**config.mk**
```make
export PLATFORM = sky130hd
export DESIGN_NAME = imm_gen_pipe
export DESIGN_NICKNAME = d
export VERILOG_FILES = /design/src/rtl/lx32_arch_pkg.sv /design/src/rtl/skid_buffer.sv /design/src/rtl/imm_gen_pipe.sv
export SDC_FILE = /design/constraint.sdc
export NUM_CORES = 1
export LEC_CHECK = 0
export ABC_AREA = 1
export CAP_MARGIN = 20
export CELL_PAD_IN_SITES_DETAIL_PLACEMENT = 0
export CELL_PAD_IN_SITES_GLOBAL_PLACEMENT = 1
export CORE_MARGIN = 3
export CORE_UTILIZATION = 37
export DETAILED_ROUTE_END_ITERATION = 8
export HOLD_SLACK_MARGIN = 0.1
export PLACE_DENSITY = 0.79
export SLEW_MARGIN = 20
export SYNTH_ARGS = -nofsm -noshare
export SYNTH_HDL_FRONTEND = slang
export SYNTH_SLANG_ARGS = --single-unit
```
**constraint.sdc**
```tcl
create_clock -name clk -period 2.2 [get_ports clk]
set_input_delay 0.66 -clock clk [delete_from_list [all_inputs] [get_ports clk]]
set_output_delay 0.66 -clock clk [all_outputs]
set_load 0.01 [all_outputs]
```
**src/rtl/lx32_arch_pkg.sv**
```systemverilog
`default_nettype none
// ============================================================================
// lx32_arch_pkg : RV32/RV64 opcode constants, immediate format tags and
//                 immediate extraction helpers (sign-extended to MAX_XLEN)
// Revision      : 1.0
// ============================================================================
package lx32_arch_pkg;

    localparam int MAX_XLEN = 64;

    typedef enum logic [2:0] {
        IMM_NONE  = 3'd0,
        IMM_I     = 3'd1,
        IMM_S     = 3'd2,
        IMM_B     = 3'd3,
        IMM_U     = 3'd4,
        IMM_J     = 3'd5,
        IMM_SHAMT = 3'd6,
        IMM_Z     = 3'd7
    } imm_type_e;

    localparam logic [6:0] OPC_LOAD   = 7'b0000011;
    localparam logic [6:0] OPC_OP_IMM = 7'b0010011;
    localparam logic [6:0] OPC_AUIPC  = 7'b0010111;
    localparam logic [6:0] OPC_STORE  = 7'b0100011;
    localparam logic [6:0] OPC_LUI    = 7'b0110111;
    localparam logic [6:0] OPC_BRANCH = 7'b1100011;
    localparam logic [6:0] OPC_JALR   = 7'b1100111;
    localparam logic [6:0] OPC_JAL    = 7'b1101111;
    localparam logic [6:0] OPC_SYSTEM = 7'b1110011;

    // Callers narrow the MAX_XLEN result to their own XLEN; narrowing a
    // sign-extended value is itself a correct sign extension.
    function automatic logic [MAX_XLEN-1:0] get_i_imm(input logic [31:0] instr);
        return {{(MAX_XLEN-12){instr[31]}}, instr[31:20]};
    endfunction

    function automatic logic [MAX_XLEN-1:0] get_s_imm(input logic [31:0] instr);
        return {{(MAX_XLEN-12){instr[31]}}, instr[31:25], instr[11:7]};
    endfunction

    function automatic logic [MAX_XLEN-1:0] get_b_imm(input logic [31:0] instr);
        return {{(MAX_XLEN-13){instr[31]}}, instr[31], instr[7], instr[30:25], instr[11:8], 1'b0};
    endfunction

    function automatic logic [MAX_XLEN-1:0] get_u_imm(input logic [31:0] instr);
        return {{(MAX_XLEN-32){instr[31]}}, instr[31:12], 12'b0};
    endfunction

    function automatic logic [MAX_XLEN-1:0] get_j_imm(input logic [31:0] instr);
        return {{(MAX_XLEN-21){instr[31]}}, instr[31], instr[19:12], instr[20], instr[30:21], 1'b0};
    endfunction

    function automatic logic [MAX_XLEN-1:0] get_shamt_imm(input logic [31:0] instr,
                                                          input logic        wide);
        return {{(MAX_XLEN-6){1'b0}}, instr[25] & wide, instr[24:20]};
    endfunction

    function automatic logic [MAX_XLEN-1:0] get_z_imm(input logic [31:0] instr);
        return {{(MAX_XLEN-5){1'b0}}, instr[19:15]};
    endfunction

endpackage
`default_nettype wire

```
**src/rtl/skid_buffer.sv**
```systemverilog
`default_nettype none
// ============================================================================
// skid_buffer : two-entry valid/ready register slice (main + skid) with
//               registered in_ready and zeroed payload while empty
// Revision    : 1.0
// ============================================================================
module skid_buffer #(
    parameter int WIDTH = 8
) (
    input  logic             clk,
    input  logic             rst_n,
    input  logic             flush,
    input  logic             in_valid,
    output logic             in_ready,
    input  logic [WIDTH-1:0] in_data,
    output logic             out_valid,
    input  logic             out_ready,
    output logic [WIDTH-1:0] out_data
);

    logic             r_main_valid;
    logic             r_skid_valid;
    logic [WIDTH-1:0] r_main_data;
    logic [WIDTH-1:0] r_skid_data;
    logic             w_accept;
    logic             w_consume;

    // Ready depends only on skid occupancy, so out_ready never reaches in_ready.
    assign in_ready  = ~r_skid_valid;
    assign w_accept  = in_valid & ~r_skid_valid;
    assign w_consume = r_main_valid & out_ready;

    always_ff @(posedge clk or negedge rst_n) begin
        if (!rst_n) begin
            r_main_valid <= 1'b0;
            r_skid_valid <= 1'b0;
            r_main_data  <= '0;
            r_skid_data  <= '0;
        end else if (flush) begin
            r_main_valid <= 1'b0;
            r_skid_valid <= 1'b0;
        end else if (!r_main_valid || w_consume) begin
            if (r_skid_valid) begin
                r_main_data  <= r_skid_data;
                r_main_valid <= 1'b1;
                r_skid_valid <= 1'b0;
            end else begin
                r_main_valid <= w_accept;
                if (w_accept) begin
                    r_main_data <= in_data;
                end
            end
        end else if (w_accept) begin
            r_skid_valid <= 1'b1;
            r_skid_data  <= in_data;
        end
    end

    assign out_valid = r_main_valid;
    assign out_data  = r_main_valid ? r_main_data : '0;

endmodule
`default_nettype wire

```
**src/rtl/imm_gen_pipe.sv**
```systemverilog
`default_nettype none
// ============================================================================
// imm_gen_pipe : RV32/RV64 immediate generator, combinational decode followed
//                by a two-entry skid-buffered output stage
// Revision     : 1.0
// ============================================================================
module imm_gen_pipe
    import lx32_arch_pkg::*;
#(
    parameter int XLEN   = 32,
    parameter int EN_CSR = 1
) (
    input  logic            clk,
    input  logic            rst_n,
    input  logic            flush,
    input  logic            in_valid,
    output logic            in_ready,
    input  logic [31:0]     instr,
    output logic            out_valid,
    input  logic            out_ready,
    output logic [XLEN-1:0] imm,
    output imm_type_e       imm_type,
    output logic            illegal
);

    localparam int PAYLOAD_W = XLEN + 4;

    logic [6:0]           w_opcode;
    logic [2:0]           w_funct3;
    logic [XLEN-1:0]      w_imm;
    imm_type_e            w_type;
    logic                 w_illegal;
    logic [PAYLOAD_W-1:0] w_in_data;
    logic [PAYLOAD_W-1:0] w_out_data;

    assign w_opcode = instr[6:0];
    assign w_funct3 = instr[14:12];

    always_comb begin
        w_imm     = '0;
        w_type    = IMM_NONE;
        w_illegal = 1'b0;
        case (w_opcode)
            OPC_OP_IMM: begin
                if (w_funct3 == 3'b001 || w_funct3 == 3'b101) begin
                    w_imm  = XLEN'(get_shamt_imm(instr, XLEN == 64));
                    w_type = IMM_SHAMT;
                end else begin
                    w_imm  = XLEN'(get_i_imm(instr));
                    w_type = IMM_I;
                end
            end
            OPC_LOAD, OPC_JALR: begin
                w_imm  = XLEN'(get_i_imm(instr));
                w_type = IMM_I;
            end
            OPC_STORE: begin
                w_imm  = XLEN'(get_s_imm(instr));
                w_type = IMM_S;
            end
            OPC_BRANCH: begin
                w_imm  = XLEN'(get_b_imm(instr));
                w_type = IMM_B;
            end
            OPC_LUI, OPC_AUIPC: begin
                w_imm  = XLEN'(get_u_imm(instr));
                w_type = IMM_U;
            end
            OPC_JAL: begin
                w_imm  = XLEN'(get_j_imm(instr));
                w_type = IMM_J;
            end
            OPC_SYSTEM: begin
                // Non-CSR-immediate SYSTEM words are legal but carry no immediate.
                if (EN_CSR != 0 && w_funct3[2]) begin
                    w_imm  = XLEN'(get_z_imm(instr));
                    w_type = IMM_Z;
                end
            end
            default: begin
                w_illegal = 1'b1;
            end
        endcase
    end

    assign w_in_data = {w_illegal, w_type, w_imm};

    skid_buffer #(
        .WIDTH (PAYLOAD_W)
    ) u_skid (
        .clk       (clk),
        .rst_n     (rst_n),
        .flush     (flush),
        .in_valid  (in_valid),
        .in_ready  (in_ready),
        .in_data   (w_in_data),
        .out_valid (out_valid),
        .out_ready (out_ready),
        .out_data  (w_out_data)
    );

    assign imm      = w_out_data[XLEN-1:0];
    assign imm_type = imm_type_e'(w_out_data[XLEN+2:XLEN]);
    assign illegal  = w_out_data[XLEN+3];

endmodule
`default_nettype wire
```
==> flow_summary.ini, run 1 <==
[power_and_ir_drop]
max-vdd-ir-drop_mv = 0.377
power-per-cell-area_nw_per_um2 = 669
total_leakage_power_nw = 3.57

[synthesis]
synthCells = 662
share_of_yosys_cell_area_claimed_by_the_top_area_cell_type_pct = 42.8
synth_nets = 699
ys_warn_count = 0
synth.distinct_cells = 19
postSynthRegisterBits = 74
synth_area_per_cell_sq_um = 6.53
post_synth_most_frequent_cells = sky130_fd_sc_hd__nand2_1, sky130_fd_sc_hd__nor2_1, sky130_fd_sc_hd__dfrtp_1, sky130_fd_sc_hd__inv_1, sky130_fd_sc_hd__nand3_1
most_instantiated_library_cell_after_synthesis = sky130_fd_sc_hd__nand2_1
top_flip_flop_cell_by_instance_count_after_synthesis = sky130_fd_sc_hd__dfrtp_1
synthTopCellsByArea = sky130_fd_sc_hd__dfrtp_1, sky130_fd_sc_hd__nand2_1, sky130_fd_sc_hd__nor2_1
synthArstFlopShare_pct = 100
synth.cell_area_sq_um = 4320
synth.yosys.seq_area_share_pct = 42.8
leading_area_contributor_after_synthesis = sky130_fd_sc_hd__dfrtp_1
synth_edf_count = 0

[worst_setup_path]
critPathArrivalTime_ns = 1.46
rr_startpoint = u_skid.out_valid
criticalPathCategory = flip-flop to output pin
reg2reg_slack_ns = 0.26
reg2reg_to = u_skid.r_skid_data[1]
setup.worst_path.end_class = output pin
reg2regPathDepth = 11
crit_path_max_fanout = 8
timing.critical_path.from_type = flip-flop
worst_ep_required_time_ns = 1.54

[global_route]
grt_pass1_wl_microns = 21200
maximum_number_of_pins_on_one_net_before_global_route_repair = 75
first_global_vias = 4233
grt_remaining_overflow = 0
grt_util_all_layers_pct = 20.6
number_of_antenna_violations_at_the_first_check_in_global_routing = 0

[timing]
max-slew-margin-rel_pct = 52.1
finalSetupViolations = 0
final_worst_path_period_share_pct = 96.5
fin_worst_skew_ns = 0.00397
clock.fmax_ghz = 0.471
transition_time_at_the_pin_with_the_least_slew_margin_ns = 0.719
grt_setup_unrepaired = false
final-hold-violation-count = 0
timing_max_transition_violations_final = 0
layout_min_cycle_time_ns = 2.12
hold_ws_ns = 0.334
setup_slack_ns = 0.0770

[clocking]
ctsRootBufferMaster = sky130_fd_sc_hd__clkbuf_16
postCtsHoldBufs = 0
cts_sinks = 74
htreeDepth = 3
clock_slew_at_the_register_clock_pins_of_the_worst_setup_and_hold_paths_ns = 0.05
tritoncts = done
clock_insertion_delay_worst_skew_ns = 0.34
max-clock-path-buffers = 2
clock_buffers_created_by_tritoncts = 9

[flow_run]
cap_viol_max_count = 0

[placement]
detailedPlace.worstSlack_ns = -0.309
dp_cells = 883
portbufs = 74
globalplace.congestion = 0.829
place_hpwl_microns = 8530

[floorplan]
die_height_microns = 114
die-width_microns = 114
start_util_pct = 38.9
fp.dieArea_sq_um = 13000
core_region_area_sq_um = 11100
floorplan.rows = 38
io_pins = 75

[outcome]
status = finished clean

[drt]
vias = 4479
drtIter0Drc = 271
finalWirelength_microns = 13000
via_per_inst = 4.96
remaining_drc_errors = 0
antenna_left = 0
detail_route.first_pass.iterations = 5
routedWlPerCell_microns = 14.4

[layout]
syn_to_final_growth_pct = 35.7
nets = 796
count_of_filler_cells_inserted_in_the_layout = 1132
n_antenna_cell = 0
drive_gt1_share_pct = 9.31
finalNonFillerCells = 903

[hold_path]
min_path_type = input port to asynchronous set/reset pin
[sequential cells by signal, indices dropped and copies added (netlist names)]
signal / count
u_skid.r_main_data: 36
u_skid.out_valid: 1
u_skid.r_skid_data: 36
u_skid.r_skid_valid: 1
[cell usage in the layout, fill, tap and decap left out, drive strengths merged]
| master | n |
|---|---|
| or2 | 1 |
| dfrtp | 74 |
| inv | 78 |
| o21ai | 11 |
| dlymetal6s2s | 2 |
| nand2 | 215 |
| a31oi | 25 |
| nand3 | 47 |
| nor2 | 134 |
| nand4 | 9 |
| dlygate4sd2 | 36 |
| clkdlybuf4s50 | 35 |
| a21oi | 28 |
| bufbuf | 1 |
| buf | 44 |
| bufinv | 2 |
| o21bai | 6 |
| nor3 | 1 |
| clkbuf | 14 |
[cell families (layout without fill, tap and decap cells)]
group                  Yosys count  count (layout)  synth area share, %
AND/OR/NAND/NOR                407             407                 37.6
flip-flops                      74              74                 42.8
AO/OA/AOI/OAI                   70              70                 9.17
buffers and inverters          111             212                 10.4
[per-stage QoR]
| step | instance area, sq um | total power [mW] | setup TNS, ns | util [%] |
|---|---|---|---|---|
| final | 5870 | 3.93 | 0 | 52.7 |
| after global routing | 5870 | 4.12 | 0 | 52.7 |
| after CTS | 5820 | 3.96 | 0 | 52.3 |
| after detailed placement | 5470 | 2.32 | -12.09 | 49.2 |
| after global placement | 5470 | 2.30 | -9.32 | 49.2 |
| after floorplan | 4320 | 2.03 | 0 | - |
[power breakdown]
| group | switching, mW | leakage (nW) | internal [mW] | total [mW] |
|---|---|---|---|---|
| Sequential | 0.111 | 0.962 | 1.57 | 1.68 |
| Combinational | 0.343 | 2.45 | 0.295 | 0.638 |
| Clock | 0.558 | 0.156 | 1.05 | 1.61 |
[worst max path at each step]
stage,slack [ns],from,end,cells after the start
6_report,0.08,u_skid.r_skid_valid,in_ready,2
5_1_grt,0.006,instr[6],u_skid.r_main_data[29],11
4_1_cts,0.06,u_skid.r_skid_valid,in_ready,2
3_5_place_dp,-0.31,instr[4],u_skid.r_main_data[20],11
3_3_place_gp,-0.26,instr[4],u_skid.r_main_data[29],11
2_1_floorplan,0.30,u_skid.r_skid_valid,in_ready,4
[cell type report]
class | count | area [sq um] | share of cell area (%)
Tap cell | 140 | 175 | 2.99
Sequential cell | 74 | 1850 | 31.6
Inverter | 78 | 293 | 4.99
Timing Repair Buffer | 119 | 1180 | 20.2
Multi-Input combinational cell | 477 | 2040 | 34.8
Clock buffer | 13 | 260 | 4.43
Clock inverter | 2 | 60.1 | 1.02
[worst max-delay path, cell delays in order, from the launching register on]
cell and delay (ns):
sky130_fd_sc_hd__dfrtp_1 0.50, sky130_fd_sc_hd__inv_2 0.10, sky130_fd_sc_hd__clkdlybuf4s50_1 0.53
[layer usage]
| layer | up-vias | part of all wire, % | track usage [%] |
|---|---|---|---|
| met5 | - | 0 | 0 |
| met4 | 0 | 1.6 | 5.54 |
| met3 | 13 | 5.7 | 4.97 |
| met2 | 134 | 45 | 31.4 |
| met1 | 2086 | 48 | 29.4 |
| li1 | 2246 | - | - |
[what timing repair did]
item | in CTS | in global routing
resized for setup | 38 | 7
pin swaps | 0 | 1
cloned | 2 | 1
setup endpoints to repair | 36 | 29
setup buffers | 2 | 0
(Power assumes the default switching activity.)
==> run 2, diff against run 1 <==
- SETUP_SLACK_MARGIN: default -> 0.02
==> results of run 2 <==
Same layout as run 1 (identical final DEF). Status: finished clean.
==> run 3, diff against run 2 <==
- CORE_UTILIZATION: 37 -> 40
- PLACE_DENSITY: 0.79 -> 0.84
- clock period: 2.2 -> 2.5 ns (I/O delays scaled with it)
==> flow_summary.ini, run 3 (synthesis gave the netlist of run 1 again) <==
[outcome]
status = finished clean

[clocking]
cts_sinks = 74
clock_slew_at_the_register_clock_pins_of_the_worst_setup_and_hold_paths_ns = 0.08
tritoncts = done
max-clock-path-buffers = 2
clock_buffers_created_by_tritoncts = 9
clock_insertion_delay_worst_skew_ns = 0.35
htreeDepth = 3
ctsRootBufferMaster = sky130_fd_sc_hd__clkbuf_8

[timing]
max-slew-margin-rel_pct = 53.5
fin_worst_skew_ns = 0.0125
hold_ws_ns = 0.429
clock.fmax_ghz = 0.424
timing_max_transition_violations_final = 0
grt_setup_unrepaired = false
final-hold-violation-count = 0
layout_min_cycle_time_ns = 2.36
transition_time_at_the_pin_with_the_least_slew_margin_ns = 0.698
setup_slack_ns = 0.141
final_worst_path_period_share_pct = 94.3
finalSetupViolations = 0

[layout]
n_antenna_cell = 0
finalNonFillerCells = 879
most-common-layout-cells = sky130_fd_sc_hd__nand2_1, sky130_fd_sc_hd__nor2_1, sky130_fd_sc_hd__inv_1, sky130_fd_sc_hd__dfrtp_1, sky130_fd_sc_hd__clkdlybuf4s50_1
reg.largest.list = u_skid.r_main_data: 36 flops, u_skid.r_skid_data: 36 flops
drive_gt1_share_pct = 6.33
nets = 775
syn_to_final_growth_pct = 28.9
finish.utilization_pct = 53.5
layout_commonest_cell = sky130_fd_sc_hd__nand2_1

[floorplan]
start_util_pct = 41.5
core_region_area_sq_um = 10400
die-width_microns = 110
fp.dieArea_sq_um = 12100
floorplan.rows = 37
die_height_microns = 110
io_pins = 75

[hold_path]
min_path_type = input port to asynchronous set/reset pin

[power_and_ir_drop]
max-vdd-ir-drop_mv = 0.246
totalPowerFinal_mw = 3.07
power-per-cell-area_nw_per_um2 = 551
total_leakage_power_nw = 3.20

[placement]
dp_cells = 863
place_hpwl_microns = 8210
globalplace.congestion = 0.890
detailedPlace.worstSlack_ns = -0.0235
portbufs = 74

[worst_setup_path]
critPathArrivalTime_ns = 1.61
reg2reg_to = u_skid.r_skid_data[14]
rr_startpoint = u_skid.out_valid
reg2reg_slack_ns = 0.63
critPathLaunch = u_skid.out_valid
worst_ep_required_time_ns = 1.75
crit_path_max_fanout = 8
reg2regPathDepth = 9
setup.worst_path.end_class = output pin
criticalPathCategory = flip-flop to output pin
timing.critical_path.from_type = flip-flop
crit_end = imm[11]

[global_route]
first_global_vias = 3932
grt_pass1_wl_microns = 19600
maximum_number_of_pins_on_one_net_before_global_route_repair = 75
grt_util_all_layers_pct = 20.7
grt_remaining_overflow = 0
number_of_antenna_violations_at_the_first_check_in_global_routing = 0

[drt]
finalWirelength_microns = 11800
via_per_inst = 4.93
drtIter0Drc = 378
vias = 4336
antenna_left = 0
detail_route.first_pass.iterations = 5
remaining_drc_errors = 0
routedWlPerCell_microns = 13.5

[flow_run]
cap_viol_max_count = 0
-- run 3: critical path, cell delays in order (launching register included) --
cell,delay [ns]
sky130_fd_sc_hd__dfrtp_1,0.40
sky130_fd_sc_hd__buf_4,0.21
sky130_fd_sc_hd__nand2_1,0.06
sky130_fd_sc_hd__inv_1,0.07
sky130_fd_sc_hd__clkdlybuf4s50_1,0.53
-- run 3: cell type report --
cell class              instances  area [sq um]
clock buffers                  12           155
clock inverters                 4          73.8
fillers                      1044          4840
inverters                      78           293
multi-input cells             477          2030
flip-flops and latches         74          1850
well taps                     136           170
repair buffers                 98          1000
-- run 3: what timing repair did --
action,CTS,global route
resized for setup,1,2
setup buffers,0,0
endpoints found under the setup margin,12,19
hold buffers,0,0
-- run 3: through the flow --
stage	cell area (sq um)	setup TNS [ns]
global placement	5330	0
global route	5570	0
CTS	5560	0
detailed placement	5330	-0.135
floorplan	4320	0
finish	5570	0
-- run 3: worst min path at each step --
stage | from | endpoint | depth (start not counted)
after global placement | u_skid.r_main_data[35] | u_skid.r_main_data[35] | 2
final | rst_n | u_skid.r_main_data[6] | 2
after global routing | rst_n | u_skid.r_main_data[2] | 2
after detailed placement | u_skid.r_main_data[5] | u_skid.r_main_data[5] | 2
after CTS | rst_n | u_skid.r_main_data[6] | 2
after floorplan | rst_n | u_skid.out_valid | 0
-- run 3: power by group --
part / total, mW / switching, mW / internal (mW)
registers: 1.48 / 0.0955 / 1.38
logic: 0.524 / 0.285 / 0.239
clock network: 1.07 / 0.454 / 0.618
-- run 3: routing by layer --
metal	vias to the layer above	GRT usage [%]	part of all wire [%]	wire, microns
met5	-	0	0	0
met4	0	5.88	1.8	209
li1	2208	-	-	-
met2	131	31.2	44	5150
met3	15	3.49	5.5	653
met1	1982	30.5	49	5810
